$ cat src/rtl/keypad_pkg.sv
// Shared constants and types for the keypad event controller.
// Event records are {type, key}; state encoding for the key FSM.
package keypad_pkg;

  localparam int EVT_W = 6;

  localparam logic [1:0] EVT_NONE    = 2'b00;
  localparam logic [1:0] EVT_PRESS   = 2'b01;
  localparam logic [1:0] EVT_REPEAT  = 2'b10;
  localparam logic [1:0] EVT_RELEASE = 2'b11;

  typedef enum logic [1:0] {
    S_IDLE,
    S_HELD,
    S_REPEAT,
    S_SWITCH
  } kp_state_t;

  typedef struct packed {
    logic [1:0] typ;
    logic [3:0] key;
  } kp_evt_t;

endpackage

$ cat src/rtl/evt_fifo.sv
// Small synchronous event FIFO with async reset.
// Head data reads as zero when empty; drop flags a rejected push.
module evt_fifo #(
  parameter int WIDTH = 6,
  parameter int DEPTH = 4
) (
  input  logic                     clk,
  input  logic                     reset,
  input  logic                     push,
  input  logic                     pop,
  input  logic [WIDTH-1:0]         wdata,
  output logic [WIDTH-1:0]         rdata,
  output logic [$clog2(DEPTH):0]   count,
  output logic                     empty,
  output logic                     drop
);

  localparam int AW = $clog2(DEPTH);

  logic [WIDTH-1:0] mem [DEPTH];
  logic [AW-1:0]    rd_ptr;
  logic [AW-1:0]    wr_ptr;
  logic             full;
  logic             do_pop;
  logic             do_push;

  assign empty   = (count == '0);
  assign full    = (count == (AW+1)'(DEPTH));
  assign do_pop  = pop & ~empty;
  // A full FIFO still accepts a push when the head leaves in the same cycle
  assign do_push = push & (~full | do_pop);
  assign drop    = push & full & ~do_pop;
  assign rdata   = empty ? '0 : mem[rd_ptr];

  always_ff @(posedge clk) begin
    if (do_push) mem[wr_ptr] <= wdata;
  end

  always_ff @(posedge clk or posedge reset) begin
    if (reset) begin
      rd_ptr <= '0;
      wr_ptr <= '0;
      count  <= '0;
    end else begin
      if (do_push) wr_ptr <= wr_ptr + 1'b1;
      if (do_pop)  rd_ptr <= rd_ptr + 1'b1;
      unique case ({do_push, do_pop})
        2'b10:   count <= count + 1'b1;
        2'b01:   count <= count - 1'b1;
        default: count <= count;
      endcase
    end
  end

endmodule

$ cat src/rtl/keypad_event_ctrl.sv
// Turns debounced keypad scanner samples into PRESS/REPEAT/RELEASE
// events, queued for the playback FSM through a valid/ready FIFO.
module keypad_event_ctrl
  import keypad_pkg::*;
#(
  parameter int TICK_DIV       = 256,
  parameter int DEBOUNCE_TICKS = 4,
  parameter int REPEAT_DELAY   = 2000,
  parameter int REPEAT_RATE    = 500,
  parameter int FIFO_DEPTH     = 4
) (
  input  logic                          clk,
  input  logic                          reset,
  input  logic [3:0]                    key_val,
  input  logic                          key_down,
  input  logic                          repeat_en,
  output logic                          evt_valid,
  input  logic                          evt_ready,
  output logic [1:0]                    evt_type,
  output logic [3:0]                    evt_key,
  output logic [$clog2(FIFO_DEPTH):0]   fifo_count,
  output logic                          overflow,
  input  logic                          clr_ovf
);

  localparam int TW   = $clog2(TICK_DIV);
  localparam int DW   = $clog2(DEBOUNCE_TICKS + 1);
  localparam int RMAX = (REPEAT_DELAY > REPEAT_RATE) ? REPEAT_DELAY : REPEAT_RATE;
  localparam int RW   = $clog2(RMAX + 1);

  localparam logic [TW-1:0] TICK_LAST = TW'(TICK_DIV - 1);
  localparam logic [DW-1:0] DB_LAST   = DW'(DEBOUNCE_TICKS - 1);
  localparam logic [RW-1:0] DLY_LAST  = RW'(REPEAT_DELAY - 1);
  localparam logic [RW-1:0] RATE_LAST = RW'(REPEAT_RATE - 1);

  logic [TW-1:0]    tick_cnt;
  logic             tick;
  logic [4:0]       cur;
  logic [4:0]       sample;
  logic [DW-1:0]    db_cnt;
  logic [DW-1:0]    db_next;
  logic             stable;
  logic             leave;

  kp_state_t        state, state_n;
  logic [3:0]       held_key, key_n;
  logic [RW-1:0]    rep_cnt, rep_n;
  logic             push;
  kp_evt_t          push_evt;
  kp_evt_t          head;
  logic [EVT_W-1:0] head_raw;
  logic             empty;
  logic             drop;

  assign tick = (tick_cnt == TICK_LAST);
  assign cur  = {key_down, key_val};

  always_ff @(posedge clk or posedge reset) begin
    if (reset) tick_cnt <= '0;
    else       tick_cnt <= tick ? '0 : tick_cnt + 1'b1;
  end

  // Counter saturates at the stable threshold, so a long hold stays stable
  assign db_next = (cur != sample) ? '0 :
                   (db_cnt == DB_LAST) ? db_cnt : db_cnt + 1'b1;
  assign stable  = (db_next == DB_LAST);
  assign leave   = stable & (~cur[4] | (cur[3:0] != held_key));

  always_ff @(posedge clk or posedge reset) begin
    if (reset) begin
      sample <= '0;
      db_cnt <= '0;
    end else if (tick) begin
      sample <= cur;
      db_cnt <= db_next;
    end
  end

  always_comb begin
    state_n  = state;
    key_n    = held_key;
    rep_n    = rep_cnt;
    push     = 1'b0;
    push_evt = '{typ: EVT_NONE, key: 4'h0};
    if (tick) begin
      unique case (state)
        S_IDLE: begin
          if (stable & cur[4]) begin
            push     = 1'b1;
            push_evt = '{typ: EVT_PRESS, key: cur[3:0]};
            key_n    = cur[3:0];
            rep_n    = '0;
            state_n  = S_HELD;
          end
        end
        S_HELD, S_REPEAT: begin
          if (leave) begin
            push     = 1'b1;
            push_evt = '{typ: EVT_RELEASE, key: held_key};
            // held_key already names the incoming key while in SWITCH
            if (cur[4]) key_n = cur[3:0];
            state_n  = cur[4] ? S_SWITCH : S_IDLE;
          end else if (state == S_HELD) begin
            if (rep_cnt != DLY_LAST) begin
              rep_n = rep_cnt + 1'b1;
            end else if (repeat_en) begin
              push     = 1'b1;
              push_evt = '{typ: EVT_REPEAT, key: held_key};
              rep_n    = '0;
              state_n  = S_REPEAT;
            end
          end else if (!repeat_en) begin
            rep_n   = '0;
            state_n = S_HELD;
          end else if (rep_cnt == RATE_LAST) begin
            push     = 1'b1;
            push_evt = '{typ: EVT_REPEAT, key: held_key};
            rep_n    = '0;
          end else begin
            rep_n = rep_cnt + 1'b1;
          end
        end
        S_SWITCH: begin
          push     = 1'b1;
          push_evt = '{typ: EVT_PRESS, key: held_key};
          rep_n    = '0;
          state_n  = S_HELD;
        end
        default: state_n = S_IDLE;
      endcase
    end
  end

  always_ff @(posedge clk or posedge reset) begin
    if (reset) begin
      state    <= S_IDLE;
      held_key <= '0;
      rep_cnt  <= '0;
    end else begin
      state    <= state_n;
      held_key <= key_n;
      rep_cnt  <= rep_n;
    end
  end

  evt_fifo #(
    .WIDTH (EVT_W),
    .DEPTH (FIFO_DEPTH)
  ) u_fifo (
    .clk   (clk),
    .reset (reset),
    .push  (push),
    .pop   (evt_ready),
    .wdata (push_evt),
    .rdata (head_raw),
    .count (fifo_count),
    .empty (empty),
    .drop  (drop)
  );

  assign head      = kp_evt_t'(head_raw);
  assign evt_valid = ~empty;
  assign evt_type  = head.typ;
  assign evt_key   = head.key;

  always_ff @(posedge clk or posedge reset) begin
    if (reset)        overflow <= 1'b0;
    else if (drop)    overflow <= 1'b1;
    else if (clr_ovf) overflow <= 1'b0;
  end

endmodule

$ cat config.mk
export PLATFORM = sky130hd
export DESIGN_NAME = keypad_event_ctrl
export DESIGN_NICKNAME = d
export VERILOG_FILES = /design/src/rtl/keypad_pkg.sv /design/src/rtl/evt_fifo.sv /design/src/rtl/keypad_event_ctrl.sv
export SDC_FILE = /design/constraint.sdc
export NUM_CORES = 1
export LEC_CHECK = 0
export ABC_CLOCK_PERIOD_IN_PS = 4660
export CAP_MARGIN = 0
export CORE_MARGIN = 4
export CORE_UTILIZATION = 40
export CTS_CLUSTER_DIAMETER = 200
export DETAILED_ROUTE_END_ITERATION = 12
export GPL_TIMING_DRIVEN = 0
export PLACE_DENSITY = 0.56
export SLEW_MARGIN = 20
export SYNTH_ARGS = -nofsm -noshare
export SYNTH_HDL_FRONTEND = slang
export SYNTH_HIERARCHICAL = 1
export SYNTH_SLANG_ARGS = --single-unit
$ cat constraint.sdc
create_clock -name clk -period 4.66 [get_ports clk]
set_input_delay 0.699 -clock clk [delete_from_list [all_inputs] [get_ports clk]]
set_output_delay 0.699 -clock clk [all_outputs]
set_load 0.02 [all_outputs]
==> key figures, run 1 <==
Critical path
  • CP Launch Type: input port
  • Crit path cell chain: clkdlybuf4s50_1 > xor2_1 > nor3_1 > nand3_1 > a21bo_2 > a211oi_1 > nor2_1 > nor2b_2 > inv_1 > ha_1 > inv_1 > fa_1 > xor2_1 > nor2_1 > xor2_1
  • Critical Path AT: roughly 4300 ps
  • Cell repeated most along the worst path: xor2_1
  • Worst EP required: 4930 ps
  • Slowest cell on the critical path: a211oi_1
  • CP Capture Type: flop
  • WS Path Type: in2reg
  • CP max FO: 7
  • Crit-path max cell delay: roughly 570 ps

Power
  • Pwr per Cell Area: about 360 nW/um2
  • Worst vdd ir: 0.000136 V
  • Leakage power: approximately 1.6 nW

Timing
  • Final worst slack: around 610 ps
  • Final Max Tran Viols: 0
  • Setup-failing EPs final: 0
  • Final period utilization: 0.869
  • Setup TNS Final: 0 ps
  • Final-report hold violation count: 0
  • Worst-Margin Slew: 746 ps
  • Achievable Freq: ~250 MHz
  • Slew HR: 0.498
  • Layout Skew: 10.3 ps
  • Crit path time final: between 4000 and 5000 ps
  • RSZ-0062 raised after global routing: false

Route
  • Initial DRC Count: 85
  • Via density: about 5.3
  • Routed vias: 2398
  • Drt total wl: 6.58 mm
  • Drt first pass iters: 5
  • Drc violations: 0
  • Routed len/inst: ~15 um
  • Antenna-violating nets left: 0

Clock network
  • H-tree levels: 3
  • CTS Hold Bufs: 0
  • Post-CTS resize count: 0
  • CTS clk-pin slew, worst paths: about 80 ps
  • Clock Latency Late Sink: around 340 ps
  • TritonCTS Sinks: 65
  • CTS tree: built
  • Clock buffer depth: 2
  • Setup Fix Bufs, Post-CTS: 0
  • CTS Root Cell: clkbuf_8
  • Total CTS buffers: 9

Global route
  • First-pass GRT wire length: 11.3 mm
  • Largest net degree at the start of global routing: 35
  • Overflow after GRT: 0
  • Vias in the first global route: roughly 2400
  • Initial antenna violation count: 0
  • Total track usage: 0.140

Yosys
  • Synth Instances: 308
  • Most used flip-flop cell after synthesis: dfrtp_1
  • Compound-Gate Fraction of Synth Area: 0.112
  • Mux contribution to synthesized area: 0.0763
  • Synth Warn #: 6
  • Largest family of logic cells by synthesized area: simple AND/OR/NAND/NOR gates
  • Area of the mapped netlist: around 3500 um2
  • Post-synth EDFFs: 24
  • Synth Area in Simple Gates: 0.176
  • Yosys cell types: 59
  • Synth Area in Adders: 0.0554
  • Fraction of registers with async set/reset: 0.631
  • XOR/XNOR Fraction of Synth Area: 0.0497
  • Synth Register Bits: 65
  • Mean Syn Cell Area: approximately 11 um2
  • Total nets after synthesis: roughly 330
  • Sequential-to-total area share from yosys stat: 0.496

Floorplanning
  • Die area: 10400 um2
  • Starting Density: 0.421
  • FP Rows: 33
  • Ports: 21
  • Chip width: around 100 um
  • Die height: between 100 and 150 um
  • Core Area: between 8000 and 9000 um2

Cells and area
  • Final core occ: 0.486
  • P&R area growth vs syn: 15.6%
  • Nets: 364
  • Post-route cell area: around 4100 um2
  • Layout fillers: about 760
  • Layout cells sized above 1: 0.145
  • Inserted Diodes: 0

Placement
  • Placed Area: about 3900 um2
  • Pre-CTS WS: between 200 and 250 ps
  • Port Buffers: 20
  • Post-DP HPWL: 4.73 mm
  • Gp weighted congestion: about 0.78

Outcome
  • Status: finished clean

Hold path
  • Worst Hold Class: reg2reg

Run
  • Max Cap Viol: 0
-- path summary, 6_finish.rpt --
path                              from               to  slack [ps]  depth (start not counted)
setup / recovery            key_val[3]  u_fifo/count[2]         610                         15
hold / removal             tick_cnt[6]      tick_cnt[6]         470                          1
setup reg to reg             db_cnt[0]  u_fifo/count[2]         780                         16
hold reg to reg            tick_cnt[6]      tick_cnt[6]         470                          1
max in group asynchronous        reset      tick_cnt[7]        3350                          2
min in group asynchronous        reset  u_fifo/count[0]         640                          2
-- layout by cell type (no fill, tap or decap), types with 5 or more instances in the layout --
cell type / synthesis / final
nand3_1: 13 / 13
and2_1: 12 / 12
nor2_1: 12 / 12
inv_1: 15 / 14
edfxtp_1: 24 / 24
o21ai_0: 15 / 15
and3_1: 5 / 5
a21oi_1: 7 / 7
or3_1: 5 / 5
mux4_2: 6 / 6
o21ai_1: 5 / 5
dfrtp_1: 41 / 41
a31oi_1: 5 / 5
clkdlybuf4s50_1: 0 / 20
xnor2_1: 6 / 6
nand2_1: 33 / 33
ha_1: 14 / 14
nor3_1: 7 / 7
clkbuf_8: 1 / 10
xor2_1: 14 / 14
-- metrics by stage --
step | hold WS (ps) | cells | total power, mW
finish | 475 | 449 | 1.48
global route | 506 | 449 | 1.55
CTS | 476 | 449 | 1.50
detailed placement | 457 | 433 | 0.963
global placement | 457 | 433 | 0.961
floorplan | 441 | 308 | 0.847
-- critical path, delay by kind of cell --
kind            cells  cell delay, ps
compound gates      2             870
xor+xnor            3             500
fa+ha+maj           2             550
buf+inv             3             670
simple gates        5            1030
-- power breakdown --
part	internal (mW)	switching [mW]	total, mW
combinational	0.156	0.155	0.311
clock	0.301	0.231	0.532
sequential	0.613	0.0197	0.633
-- sequential cells by signal, summed over array words and instances, names as in the netlist --
name,count
db_cnt,3
sample,5
tick_cnt,8
u_fifo/rd_ptr,2
state,2
u_fifo/count,3
held_key,4
u_fifo/mem,24
overflow,1
u_fifo/wr_ptr,2
rep_cnt,11
-- cells in the mapped netlist, types with 2 or more instances --
library cell	instances	area [um2]
nand4_1	2	12.5
nor3_1	7	35.0
o21ai_1	5	25.0
and2_1	12	75.1
mux2_2	3	33.8
mux2_1	4	45.0
nand3_1	13	65.1
nor4_1	4	25.0
buf_6	3	33.8
inv_1	15	56.3
and3_1	5	31.3
a21bo_2	2	20.0
xnor2_1	6	52.6
dfrtp_1	41	1030
or3_1	5	31.3
xor2_1	14	123
a31oi_1	5	31.3
nand4b_1	3	26.3
nor3_2	3	30.0
a21oi_1	7	35.0
mux4_2	6	135
o21ai_0	15	75.1
a41oi_1	2	17.5
o22ai_1	4	25.0
ha_1	14	175
a211oi_1	2	15.0
nor2_1	12	45.0
nor2b_1	3	18.8
edfxtp_1	24	721
clkbuf_1	3	11.3
mux2i_1	4	40.0
nand2_1	33	124
-- final cells by class --
class	count	area, um2	area share
Sequential cell	65	1750	0.429
Multi-Input combinational cell	220	1660	0.406
Timing Repair Buffer	20	200	0.0491
Tap cell	105	131	0.0322
Clock buffer	9	124	0.0304
Clock inverter	7	95.1	0.0233
Buffer	8	66.3	0.0163
Inverter	15	56.3	0.0138
-- cell families after synthesis --
kind of cell | after synthesis
and+or+nand+nor | 113
DFF | 65
AOI/OAI and AO/OA | 54
buffers and inverters | 23
xor gates and xnor gates | 20
muxes | 18
adders and majority gates | 15
-- per-layer routing --
| layer | vias up | global-route usage | share of wire |
|---|---|---|---|
| met3 | 9 | 0.0280 | 0.038 |
| met5 | - | 0 | 0 |
| met1 | 1159 | 0.189 | 0.48 |
| met2 | 42 | 0.222 | 0.47 |
| li1 | 1188 | - | - |
| met4 | 0 | 0.0535 | 0.016 |
No activity file was read; power rests on OpenSTA's default activity.
==> run 2: changes to the inputs <==
- SETUP_SLACK_MARGIN: unset -> 0.15
==> results of run 2 <==
Final layout, timing and power as in run 1 (identical DEF).
==> run 3: changes to the inputs <==
- PLACE_DENSITY: 0.56 -> 0.57
- SKIP_CTS_REPAIR_TIMING: unset -> 1
- SYNTH_HIERARCHICAL: 1 -> unset
==> run 3 against run 2 <==
Against the previous run:
- worst hold slack lost 7.3 ps
- critical path type unchanged
- sequential cell count is the same
- clock power shrank 8.1%
- fmax grew 12%
- via count shrank 6.0%
- power shrank 3.0%
- highest routed layer unchanged
- clock-buffer cell count is the same
==> key figures, run 3 <==
Outcome
  • Status: finished clean (unchanged)

Cells and area
  • Largest registers: u_fifo.mem x24, rep_cnt x11, tick_cnt x8 (was u_fifo/mem x24, rep_cnt x11, tick_cnt x8)
  • Biggest register: u_fifo.mem (was u_fifo/mem)
  • Layout cells sized above 1: 0.121 (was 0.145)
  • Inserted Diodes: 0 (unchanged)
  • Layout fillers: 760 (was 764)
  • Most common library cell in the layout ignoring fill and taps: dfrtp_1 (unchanged)
  • Number of flip-flops in the largest register: 24 (unchanged)
  • Area occupied by multi-input gates: 1510 um2 (was 1660 um2)
  • P&R area growth vs syn: 16.7% (was 15.6%)
  • Commonest cells after routing, fill and taps aside: dfrtp_1, nand2_1, o21ai_0, edfxtp_1, nor2_1 (was dfrtp_1, nand2_1, edfxtp_1, clkdlybuf4s50_1, o21ai_0)
  • Sequential cell area: 1750 um2 (unchanged)
  • Nets: 357 (was 364)

Global route
  • First-pass GRT wire length: 11.0 mm (was 11.3 mm)
  • Largest net degree at the start of global routing: 22 (was 35)
  • Total track usage: 0.141 (was 0.140)
  • Initial antenna violation count: 0 (unchanged)
  • Overflow after GRT: 0 (unchanged)
  • Vias in the first global route: 2270 (was 2359)

Critical path
  • Slowest cell on the critical path: clkdlybuf4s50_1 (was a211oi_1)
  • Crit-path max cell delay: 630 ps (was 570 ps)
  • CP Launch Type: input port (unchanged)
  • CP max FO: 9 (was 7)
  • Reg2Reg Capture Point: u_fifo.count[2] (was u_fifo/count[2])
  • Worst EP required: 4930 ps (about the same)
  • Critical Path AT: 3890 ps (was 4310 ps)
  • Reg2reg path depth: 14 (was 16)
  • Flop2flop setup slack: 1270 ps (was 780 ps)
  • Crit-path leading delay family: simple AND/OR/NAND/NOR gates (unchanged)
  • CP Capture Type: flop (unchanged)
  • Crit path cell chain: clkdlybuf4s50_1 > xnor2_1 > nand3_1 > or3_1 > buf_6 > o311a_4 > or2_0 > buf_2 > and2_2 > fa_1 > nand3_1 > nor3_1 > a31oi_1 > xnor2_1 (was clkdlybuf4s50_1 > xor2_1 > nor3_1 > nand3_1 > a21bo_2 > a211oi_1 > nor2_1 > nor2b_2 > inv_1 > ha_1 > inv_1 > fa_1 > xor2_1 > nor2_1 > xor2_1)
  • Crit path buffers/inverters: 3 (unchanged)
  • R2R Path Start: db_cnt[0] (unchanged)
  • WS Path Type: in2reg (unchanged)

Clock network
  • H-tree levels: 3 (unchanged)
  • Clock buffer depth: 2 (unchanged)
  • CTS clk-pin slew, worst paths: 80 ps (about the same)
  • CTS Root Cell: clkbuf_8 (unchanged)
  • CTS tree: built (unchanged)
  • Clock Latency Late Sink: 340 ps (about the same)
  • TritonCTS Sinks: 65 (unchanged)
  • Total CTS buffers: 9 (unchanged)

Route
  • Drt total wl: 6.44 mm (was 6.58 mm)
  • Initial DRC Count: 56 (was 85)
  • Antenna-violating nets left: 0 (unchanged)
  • Drc violations: 0 (unchanged)
  • Drt first pass iters: 4 (was 5)
  • Via density: 5.09 (was 5.34)
  • Routed vias: 2255 (was 2398)
  • Routed len/inst: 14.5 um (was 14.7 um)

Timing
  • Final-report hold violation count: 0 (unchanged)
  • Slew HR: 0.439 (was 0.498)
  • Setup TNS Final: 0 ps (unchanged)
  • Crit path time final: 3620 ps (was 4050 ps)
  • RSZ-0062 raised after global routing: false (unchanged)
  • Setup-failing EPs final: 0 (unchanged)
  • Worst-Margin Slew: 833 ps (was 746 ps)
  • Final period utilization: 0.777 (was 0.869)
  • Layout Skew: 10.6 ps (was 10.3 ps)
  • Achievable Freq: 276 MHz (was 247 MHz)
  • Final Max Tran Viols: 0 (unchanged)
  • Final worst slack: 1040 ps (was 612 ps)

Yosys
  • Most used flip-flop cell after synthesis: dfrtp_1 (unchanged)
  • Synth Instances: 301 (was 308)
  • Post-synth top cells: dfrtp_1, nand2_1, o21ai_0, edfxtp_1, nor2_1 (was dfrtp_1, nand2_1, edfxtp_1, inv_1, o21ai_0)
  • Area of the mapped netlist: 3340 um2 (was 3520 um2)
  • Post-synth EDFFs: 24 (unchanged)
  • Synth top area cells: dfrtp_1, edfxtp_1, ha_1, nand2_1, o21ai_0 (was dfrtp_1, edfxtp_1, ha_1, mux4_2, nand2_1)
  • Yosys cell types: 51 (was 59)
  • Fraction of registers with async set/reset: 0.631 (unchanged)
  • Mean Syn Cell Area: 11.1 um2 (was 11.4 um2)
  • Total nets after synthesis: 325 (was 333)
  • Most frequent cell after synthesis: dfrtp_1 (unchanged)
  • Synth Warn #: 0 (was 6)
  • Area leader, netlist: dfrtp_1 (unchanged)
  • Sequential-to-total area share from yosys stat: 0.522 (was 0.496)
  • Synth Register Bits: 65 (unchanged)
  • Share of Yosys cell area claimed by the top area cell type: 0.307 (was 0.291)

Power
  • Combinational share of power: 0.215 (was 0.211)
  • Clock power share: 0.342 (was 0.360)
  • Psw: 0.412 mW (was 0.405 mW)
  • Flop pwr share: 0.443 (was 0.429)
  • Worst vdd ir: 0.000170 V (was 0.000136 V)
  • Leakage power: 1.46 nW (was 1.56 nW)
  • Internal power: 1.02 mW (was 1.07 mW)
  • Sw frac: 0.288 (was 0.275)
  • Pwr per Cell Area: 367 nW/um2 (was 362 nW/um2)

Run
  • Max Cap Viol: 0 (unchanged)

Floorplanning
  • Ports: 21 (unchanged)
  • Die height: 99.4 um (was 102 um)
  • Chip width: 99.4 um (was 102 um)
  • FP Rows: 33 (unchanged)
  • Die area: 9890 um2 (was 10400 um2)
  • Starting Density: 0.409 (was 0.421)
  • Core Area: 8180 um2 (was 8380 um2)

Hold path
  • WHS Endpoint: tick_cnt[4] (was tick_cnt[6])
  • Worst Hold Class: reg2reg (unchanged)
  • Hold Path Origin: tick_cnt[4] (was tick_cnt[6])
  • Hold path cells: 1 (unchanged)

Placement
  • Port Buffers: 20 (unchanged)
  • Pre-CTS WS: 698 ps (was 234 ps)
  • Post-DP HPWL: 4.48 mm (was 4.73 mm)
  • Gp weighted congestion: 0.741 (was 0.776)
-- run 3: power by group through the flow --
stage	registers, mW	logic, mW	clock network (mW)
3_3_place_gp	0.646	0.308	0
4_1_cts	0.636	0.317	0.506
5_1_grt	0.642	0.339	0.535
3_5_place_dp	0.648	0.316	0
6_report	0.634	0.308	0.489
2_1_floorplan	0.659	0.179	0
-- run 3: worst max path at each step --
| stage | start | end | slack (ps) | depth (start not counted) |
|---|---|---|---|---|
| 6_report | key_down | u_fifo.count[2] | 1040 | 14 |
| 3_5_place_dp | key_down | u_fifo.count[2] | 700 | 14 |
| 3_3_place_gp | key_down | u_fifo.count[2] | 680 | 14 |
| 2_1_floorplan | db_cnt[0] | u_fifo.count[2] | 1450 | 14 |
| 5_1_grt | key_down | u_fifo.count[2] | 920 | 14 |
| 4_1_cts | key_down | u_fifo.count[2] | 1060 | 14 |
-- run 3: cell type report --
| type | count | area share |
|---|---|---|
| well taps | 105 | 0.0337 |
| clock inverters | 7 | 0.0192 |
| multi-input cells | 216 | 0.388 |
| plain buffers | 9 | 0.0109 |
| clock buffers | 9 | 0.0317 |
| inverters | 11 | 0.0106 |
| flip-flops and latches | 65 | 0.448 |
| repair buffers | 21 | 0.0584 |
-- run 3: logic make-up (layout without fill, tap and decap cells) --
family / after synthesis / count (layout) / synth area share
AOI/OAI and AO/OA: 49 / 49 / 0.0920
xor gates and xnor gates: 20 / 20 / 0.0524
adders and majority gates: 14 / 14 / 0.0546
buffers and inverters: 20 / 57 / 0.0251
DFF: 65 / 65 / 0.522
muxes: 16 / 16 / 0.0752
and+or+nand+nor: 117 / 117 / 0.178
-- run 3: per-layer routing --
metal	GRT usage	wire length, um
met1	0.180	2960
met2	0.232	3150
met3	0.0435	262
met4	0.0420	70
met5	0	0
-- run 3: metrics by stage --
stage | hold slack (ps) | instance area, um2 | total power [mW] | instances | util
2_1_floorplan | 438 | 3340 | 0.838 | 301 | -
3_3_place_gp | 456 | 3680 | 0.955 | 426 | 0.450
3_5_place_dp | 456 | 3700 | 0.964 | 427 | 0.453
4_1_cts | 471 | 3900 | 1.46 | 443 | 0.477
5_1_grt | 507 | 3900 | 1.52 | 443 | 0.477
6_report | 468 | 3900 | 1.43 | 443 | 0.477
